### config.mk
export PLATFORM = sky130hd
export DESIGN_NAME = led_fade_driver
export DESIGN_NICKNAME = d
export VERILOG_FILES = /design/src/rtl/led_fade_pkg.sv /design/src/rtl/led_fade_cell.sv /design/src/rtl/led_fade_driver.sv
export SDC_FILE = /design/constraint.sdc
export NUM_CORES = 1
export LEC_CHECK = 0
export BUFFER_PORTS_ARGS = -buffer_cell sky130_fd_sc_hd__buf_2
export CAP_MARGIN = 30
export CORE_MARGIN = 3
export CORE_UTILIZATION = 45
export CTS_BUF_LIST = sky130_fd_sc_hd__clkbuf_16
export CTS_CLUSTER_SIZE = 24
export DETAILED_ROUTE_END_ITERATION = 6
export SYNTH_ARGS = -nofsm -noshare
export SYNTH_HDL_FRONTEND = slang
export SYNTH_SLANG_ARGS = --single-unit
### constraint.sdc
create_clock -name clkin -period 6.8 [get_ports clkin]
set_input_delay 0.34 -clock clkin [delete_from_list [all_inputs] [get_ports clkin]]
set_output_delay 0.34 -clock clkin [all_outputs]
set_load 0.03 [all_outputs]
### src/rtl/led_fade_pkg.sv
// ---------------------------------------------------------------------------
// led_fade_pkg
//
// Purpose:
//   Shared constants and helpers for the LED fade driver. Holds the default
//   brightness width, the matching full-brightness level, the perceptual
//   gamma table and the duty mapping function used by every LED cell.
//
// Configuration:
//   LED_FADE_GAMMA_EN - when defined, duty_map() looks the level up in
//                       GAMMA_LUT for a perceptually even fade. When
//                       undefined, duty_map() is the identity (linear ramp).
//
// Ports: none (package).
// ---------------------------------------------------------------------------
package led_fade_pkg;

   // Default brightness width and the level that means "solid on".
   localparam int BR_W_DEFAULT    = 4;
   localparam int LVL_MAX_DEFAULT = (1 << BR_W_DEFAULT) - 1;

   // Perceptual correction table for a 4-bit level. Endpoints stay at 0 and
   // 15 so that solid off / solid on look the same in both builds.
   localparam logic [3:0] GAMMA_LUT [16] = '{
      4'd0,  4'd0,  4'd1,  4'd1,  4'd2,  4'd2,  4'd3,  4'd4,
      4'd5,  4'd6,  4'd7,  4'd8,  4'd10, 4'd11, 4'd13, 4'd15
   };

   // Maps a brightness level to the PWM compare threshold. The argument and
   // result are plain 32-bit values so callers of any brightness width can
   // share one function; the gamma path only ever sees 4-bit levels.
   function automatic logic [31:0] duty_map(input logic [31:0] lvl);
`ifdef LED_FADE_GAMMA_EN
      return {28'd0, GAMMA_LUT[lvl[3:0]]};
`else
      return lvl;
`endif
   endfunction

endpackage

### src/rtl/led_fade_cell.sv
// ---------------------------------------------------------------------------
// led_fade_cell
//
// Purpose:
//   One LED of the fade driver. Keeps the LED's brightness level, reloads it
//   to full whenever the pattern bit is lit, walks it down one step per
//   decay tick once released, and turns the level into a PWM drive by
//   comparing the mapped duty against the shared PWM counter.
//
// Configuration:
//   LED_FADE_GAMMA_EN - selects the gamma duty mapping (requires BR_W = 4).
//
// Ports:
//   clkin    in   board clock, all logic on posedge
//   rst      in   synchronous active-high reset
//   enable   in   1 = fade mode, 0 = bypass (output follows led_in)
//   led_in   in   this LED's pattern bit from the generator
//   tick     in   one-clock decay strobe from the top
//   pwm_cnt  in   shared PWM counter, BR_W bits
//   led_out  out  registered PWM drive for this LED
// ---------------------------------------------------------------------------
module led_fade_cell
   import led_fade_pkg::*;
#(
   parameter int BR_W = BR_W_DEFAULT
)
(
   input  logic            clkin,
   input  logic            rst,
   input  logic            enable,
   input  logic            led_in,
   input  logic            tick,
   input  logic [BR_W-1:0] pwm_cnt,
   output logic            led_out
);

   localparam logic [BR_W-1:0] LVL_MAX = '1;

`ifdef LED_FADE_GAMMA_EN
   // The gamma table only exists for 4-bit levels.
   if (BR_W != 4) begin : g_gamma_width_check
      $error("led_fade_cell: LED_FADE_GAMMA_EN requires BR_W == 4");
   end
`endif

   logic [BR_W-1:0] level_q;
   logic [BR_W-1:0] level_d;
   logic            out_q;
   logic            out_d;
   logic [31:0]     duty_w;

   // Next brightness level. Bypass mirrors the pattern into the level so
   // that switching back to fade mode starts without a stale trail. In fade
   // mode a lit bit always wins, even over a coincident tick, and decay
   // stops at zero instead of wrapping back to full brightness.
   always_comb begin
      level_d = level_q;
      if (!enable) begin
         level_d = led_in ? LVL_MAX : '0;
      end else if (led_in) begin
         level_d = LVL_MAX;
      end else if (tick && (level_q != '0)) begin
         level_d = level_q - 1'b1;
      end
   end

   // Output drive. Full level is forced solid on so the top step is a true
   // 100% duty; level zero maps to zero, which never exceeds the counter,
   // so it is solid off. Bypass passes the pattern straight to the flop.
   always_comb begin
      duty_w = duty_map(32'(level_q));
      out_d  = led_in;
      if (enable) begin
         out_d = (level_q == LVL_MAX) || (duty_w > 32'(pwm_cnt));
      end
   end

   // Level and output registers; reset kills any fade in progress at once.
   always_ff @(posedge clkin) begin
      if (rst) begin
         level_q <= '0;
         out_q   <= 1'b0;
      end else begin
         level_q <= level_d;
         out_q   <= out_d;
      end
   end

   assign led_out = out_q;

endmodule

### src/rtl/led_fade_driver.sv
// ---------------------------------------------------------------------------
// led_fade_driver
//
// Purpose:
//   Downstream stage of the LED pattern generator. Every lit LED snaps to
//   full brightness and, once released, fades out over programmable decay
//   steps using per-LED PWM, producing a glow trail behind the scanner.
//   This top level only owns the shared timing: the PWM prescaler and
//   counter, and the decay counter that emits the one-clock decay tick.
//   Each LED is handled by its own led_fade_cell.
//
// Configuration:
//   LED_FADE_GAMMA_EN - gamma-corrected duty mapping in every cell
//                       (requires BR_W = 4); linear ramp when undefined.
//
// Parameters:
//   NLED      number of LEDs / pattern width
//   BR_W      brightness level width
//   PWM_DIV   clocks per PWM counter step (>= 1)
//   DECAY_DIV base clocks per decay step; step = DECAY_DIV * (decay + 1)
//
// Ports:
//   clkin   in   board clock, all logic on posedge
//   rst     in   synchronous active-high reset
//   LEDin   in   NLED-bit pattern from the generator, sampled every clock
//   decay   in   4-bit fade-rate switches
//   enable  in   1 = fade mode, 0 = bypass
//   LEDout  out  NLED-bit registered PWM LED drive
// ---------------------------------------------------------------------------
module led_fade_driver
   import led_fade_pkg::*;
#(
   parameter int NLED      = 10,
   parameter int BR_W      = BR_W_DEFAULT,
   parameter int PWM_DIV   = 64,
   parameter int DECAY_DIV = 100000
)
(
   input  logic            clkin,
   input  logic            rst,
   input  logic [NLED-1:0] LEDin,
   input  logic [3:0]      decay,
   input  logic            enable,
   output logic [NLED-1:0] LEDout
);

   if (PWM_DIV < 1) begin : g_pwm_div_check
      $error("led_fade_driver: PWM_DIV must be at least 1");
   end

   localparam logic [31:0] PDIV_LAST = 32'(PWM_DIV - 1);
   localparam logic [31:0] DECAY_LEN = 32'(DECAY_DIV);

   logic [31:0]     pdiv_q;
   logic [31:0]     pdiv_d;
   logic [BR_W-1:0] pwm_cnt_q;
   logic [BR_W-1:0] pwm_cnt_d;
   logic [31:0]     decay_cnt_q;
   logic [31:0]     decay_cnt_d;
   logic            tick_q;
   logic            tick_d;
   logic [31:0]     decay_limit_w;

   // PWM timing. The prescaler counts clocks within one PWM step; the PWM
   // counter wraps naturally from all-ones back to zero, so one PWM period
   // is PWM_DIV * 2^BR_W clocks.
   always_comb begin
      pdiv_d    = pdiv_q + 32'd1;
      pwm_cnt_d = pwm_cnt_q;
      if (pdiv_q >= PDIV_LAST) begin
         pdiv_d    = 32'd0;
         pwm_cnt_d = pwm_cnt_q + 1'b1;
      end
   end

   // Decay timing. The limit is recomputed from the live switch value every
   // clock, and the greater-or-equal compare means that lowering the rate
   // below the current count fires the tick on the next clock instead of
   // letting the counter run all the way around.
   always_comb begin
      decay_limit_w = (DECAY_LEN * ({28'd0, decay} + 32'd1)) - 32'd1;
      decay_cnt_d   = decay_cnt_q + 32'd1;
      tick_d        = 1'b0;
      if (decay_cnt_q >= decay_limit_w) begin
         decay_cnt_d = 32'd0;
         tick_d      = 1'b1;
      end
   end

   // Shared counter registers; the counters keep running in bypass mode.
   always_ff @(posedge clkin) begin
      if (rst) begin
         pdiv_q      <= 32'd0;
         pwm_cnt_q   <= '0;
         decay_cnt_q <= 32'd0;
         tick_q      <= 1'b0;
      end else begin
         pdiv_q      <= pdiv_d;
         pwm_cnt_q   <= pwm_cnt_d;
         decay_cnt_q <= decay_cnt_d;
         tick_q      <= tick_d;
      end
   end

   // One fade cell per LED, all sharing the PWM counter and decay tick.
   for (genvar i = 0; i < NLED; i++) begin : g_cell
      led_fade_cell #(
         .BR_W    (BR_W)
      ) u_cell (
         .clkin   (clkin),
         .rst     (rst),
         .enable  (enable),
         .led_in  (LEDin[i]),
         .tick    (tick_q),
         .pwm_cnt (pwm_cnt_q),
         .led_out (LEDout[i])
      );
   end

endmodule

==> results.py <==
metrics = {
    "placement": {
        "gp_congestion": 0.881,
        "portBuffers": 26,
        "hpwlAfterDp_um": 10900,
        "placedCellCount": 1107,
    },
    "clocking": {
        "cts_buffer_depth": 2,
        "tritoncts": "yes",
        "htreeDepth": 4,
        "post_cts_resized": 0,
        "cts_sinks": 119,
        "cts_made_buffers": 17,
        "clk_latency_ns": 0.43,
        "clkTransAtPathRegs_ns": 0.06,
        "cts_hold_buf": 0,
        "cts_root_buf": "clkbuf_16",
        "cts_setup_buffers": 0,
    },
    "power_and_ir_drop": {
        "pwr-share-comb": 0.211,
        "peakVddDrop_uv": 187,
        "power_per_cell_area_nw_per_um2": 242,
        "p_sw_frac": 0.312,
        "p_leak_nw": 3.84,
        "p_clk_frac": 0.423,
        "internal_power_mw": 1.43,
        "power_switching_mw": 0.649,
        "share_seq_of_total_power": 0.366,
    },
    "status": {
        "outcome": "complete, no violations",
    },
    "sta": {
        "finalCriticalPeriod_ns": 5.91,
        "grt_setup_unrepaired": "false",
        "fin_crit_sh": 0.870,
        "setup_viol": 0,
        "fin_skew_ns": 0.00979,
        "tightest_slew_ns": 0.850,
        "slew_headroom": 0.429,
        "finalSetupTns_ns": 0,
        "hold_viol_final": 0,
        "drv_slew": 0,
        "clock.fmax_ghz": 0.169,
    },
    "floorplanning": {
        "start_util": 0.460,
        "die_area_um2": 18600,
        "rows": 47,
        "io_pins": 27,
        "die_h_um": 136,
        "fp.dieW_um": 136,
        "core_area_um2": 16600,
    },
    "synthesis": {
        "synth_adder_area_share": 0.200,
        "synth-seq-area-share": 0.311,
        "synth_xor_area_frac": 0.104,
        "synth-simple-area-share": 0.189,
        "synth_edf_count": 0,
        "ys_ff_latch": 119,
        "netlist_area_um2": 7650,
        "synth-async-reset-ratio": 0,
        "synthMuxAreaShare": 0.00262,
        "synthCells": 864,
        "ys_warn_count": 0,
        "synth_compound_area_frac": 0.145,
        "synth_top_family_by_area": "adder cells",
        "avgSynthCellArea_um2": 8.86,
        "ys.flop_type": "dfxtp_1",
        "ys_types": 58,
    },
    "cells_and_area": {
        "fin_cells": 1139,
        "fillers": 1567,
        "antenna_cells": 0,
        "final_nets": 1045,
        "layout-drive-gt1-share": 0.0979,
        "area_growth_pct": 12.5,
    },
    "grt": {
        "grt_max_degree": 61,
        "grt_pass1_vias": 5627,
        "antenna_found_initial": 0,
        "grt_first_pass_wirelength_um": 26500,
        "track_usage": 0.176,
        "overflow": 0,
    },
    "worst_hold_path": {
        "hold_class": "primary input to flop",
        "holdCritStartpoint": "LEDin[1]",
    },
    "routing": {
        "ant_nets": 0,
        "wl_per_cell_um": 13.5,
        "drc_errors": 0,
        "firstDrtPassIters": 4,
        "via_per_inst": 5.18,
        "drt_iter0_markers": 275,
        "via_count": 5905,
        "wirelength_um": 15400,
    },
    "critical_path": {
        "worstPathRequired_ns": 7.10,
        "start_kind": "primary input",
        "crit_path_max_fanout": 18,
        "r2r-start": "decay_cnt_q[0]",
        "startpoint": "decay[0]",
        "crit_arrival_ns": 6.21,
        "endpoint_kind": "flop",
        "crit_type": "primary input to flop",
    },
    "flow_run": {
        "drv_cap": 0,
    },
}
==> critical path: stages <==
cell and delay, ns:
buf_2 0.19, ha_1 0.24, xor2_1 0.42, ha_1 0.29
xnor2_1 0.09, ha_1 0.18, a21o_1 0.16, ha_1 0.27
ha_1 0.27, or3_1 0.42, o221a_1 0.26, o311a_1 0.36
o21a_1 0.18, xnor2_1 0.24, nand4_1 0.44, ha_1 0.48
nand4_1 0.13, or2_2 0.36, a2111o_1 0.42, o21bai_2 0.14
buf_4 0.25, nor3_1 0.09
==> flip-flops by register name (all words and copies together), names as in the netlist <==
register	cells
decay_cnt_q	32
g_cell.u_cell.led_out	10
pdiv_q	32
pwm_cnt_q	4
tick_q	1
g_cell.u_cell.level_q	40
==> cell type report <==
type                    instances  area [um2]  share of cell area
flip-flops and latches        119        2380               0.277
multi-input cells             689        5010               0.582
repair buffers                 33         183              0.0212
well taps                     220         275              0.0320
inverters                      46         173              0.0201
clock buffers                  17         425              0.0494
clock inverters                15         158              0.0183
==> path summary, 6_finish.rpt <==
check / end / cells after the start / slack (ns)
worst min-delay path: g_cell[1].u_cell.level_q[3] / 3 / 0.19
worst max-delay path: decay_cnt_q[24] / 22 / 0.89
worst max register to register: decay_cnt_q[30] / 7 / 4.41
worst min register to register: pdiv_q[0] / 1 / 0.45
==> layer usage <==
layer	track usage	part of all wire
met1	0.221	0.48
met2	0.300	0.47
met3	0.0429	0.035
met4	0.0526	0.013
met5	0	0
==> Yosys cell counts (all sizes together), types with 11 or more instances <==
library cell  number  area (um2)
nand3             30         150
a21o              13        97.6
xor2              43         377
o21ai             30         150
nor2              81         304
dfxtp            119        2380
nor4              22         144
nor2b             14        87.6
a21oi             64         320
buf               13         105
clkbuf            22        82.6
or2               11        68.8
ha               121        1510
o31ai             11        87.6
a311oi            11        96.3
nand2b            14        87.6
nor3              37         185
inv               46         173
nand4             15        93.8
xnor2             48         420
nand2             34         128
==> through the flow <==
stage	hold slack (ns)	instance area [um2]	util	worst slack [ns]	total power [mW]
after floorplan	0.413	7750	-	1.11	1.12
after global placement	0.430	8030	0.482	0.610	1.21
after detailed placement	0.438	8030	0.482	0.469	1.21
after CTS	0.174	8610	0.517	0.901	2.10
after global routing	0.195	8610	0.517	0.406	2.20
final	0.188	8610	0.517	0.885	2.08
==> cells in the final DEF (no fill, tap or decap), types with 11 or more instances in the layout <==
master	n
a311oi_1	11
a21oi_1	64
nor4_1	21
a21o_1	13
buf_2	26
nor2_1	81
inv_1	46
nor3_1	37
dfxtp_1	119
o21ai_0	30
nand2_1	34
or2_2	11
nor2b_1	14
nand4_1	15
clkbuf_16	17
conb_1	26
nand3_1	30
xnor2_1	48
nand2b_1	14
xor2_1	43
ha_1	121
==> power by group through the flow <==
stage	registers, mW	logic [mW]	clock network, mW
after detailed placement	0.777	0.435	0
after global routing	0.767	0.500	0.935
after floorplan	0.768	0.354	0
final	0.762	0.438	0.881
after CTS	0.762	0.438	0.904
after global placement	0.777	0.434	0
==> kinds of logic after synthesis <==
| family | after synthesis |
|---|---|
| AO/OA/AOI/OAI | 165 |
| XOR/XNOR | 91 |
| adder cells (fa/ha/maj) | 122 |
| buffers and inverters | 81 |
| flip-flops | 119 |
| multiplexers | 2 |
| other | 1 |
| AND/OR/NAND/NOR | 283 |
Note: power is estimated with default switching activity, not from simulation.
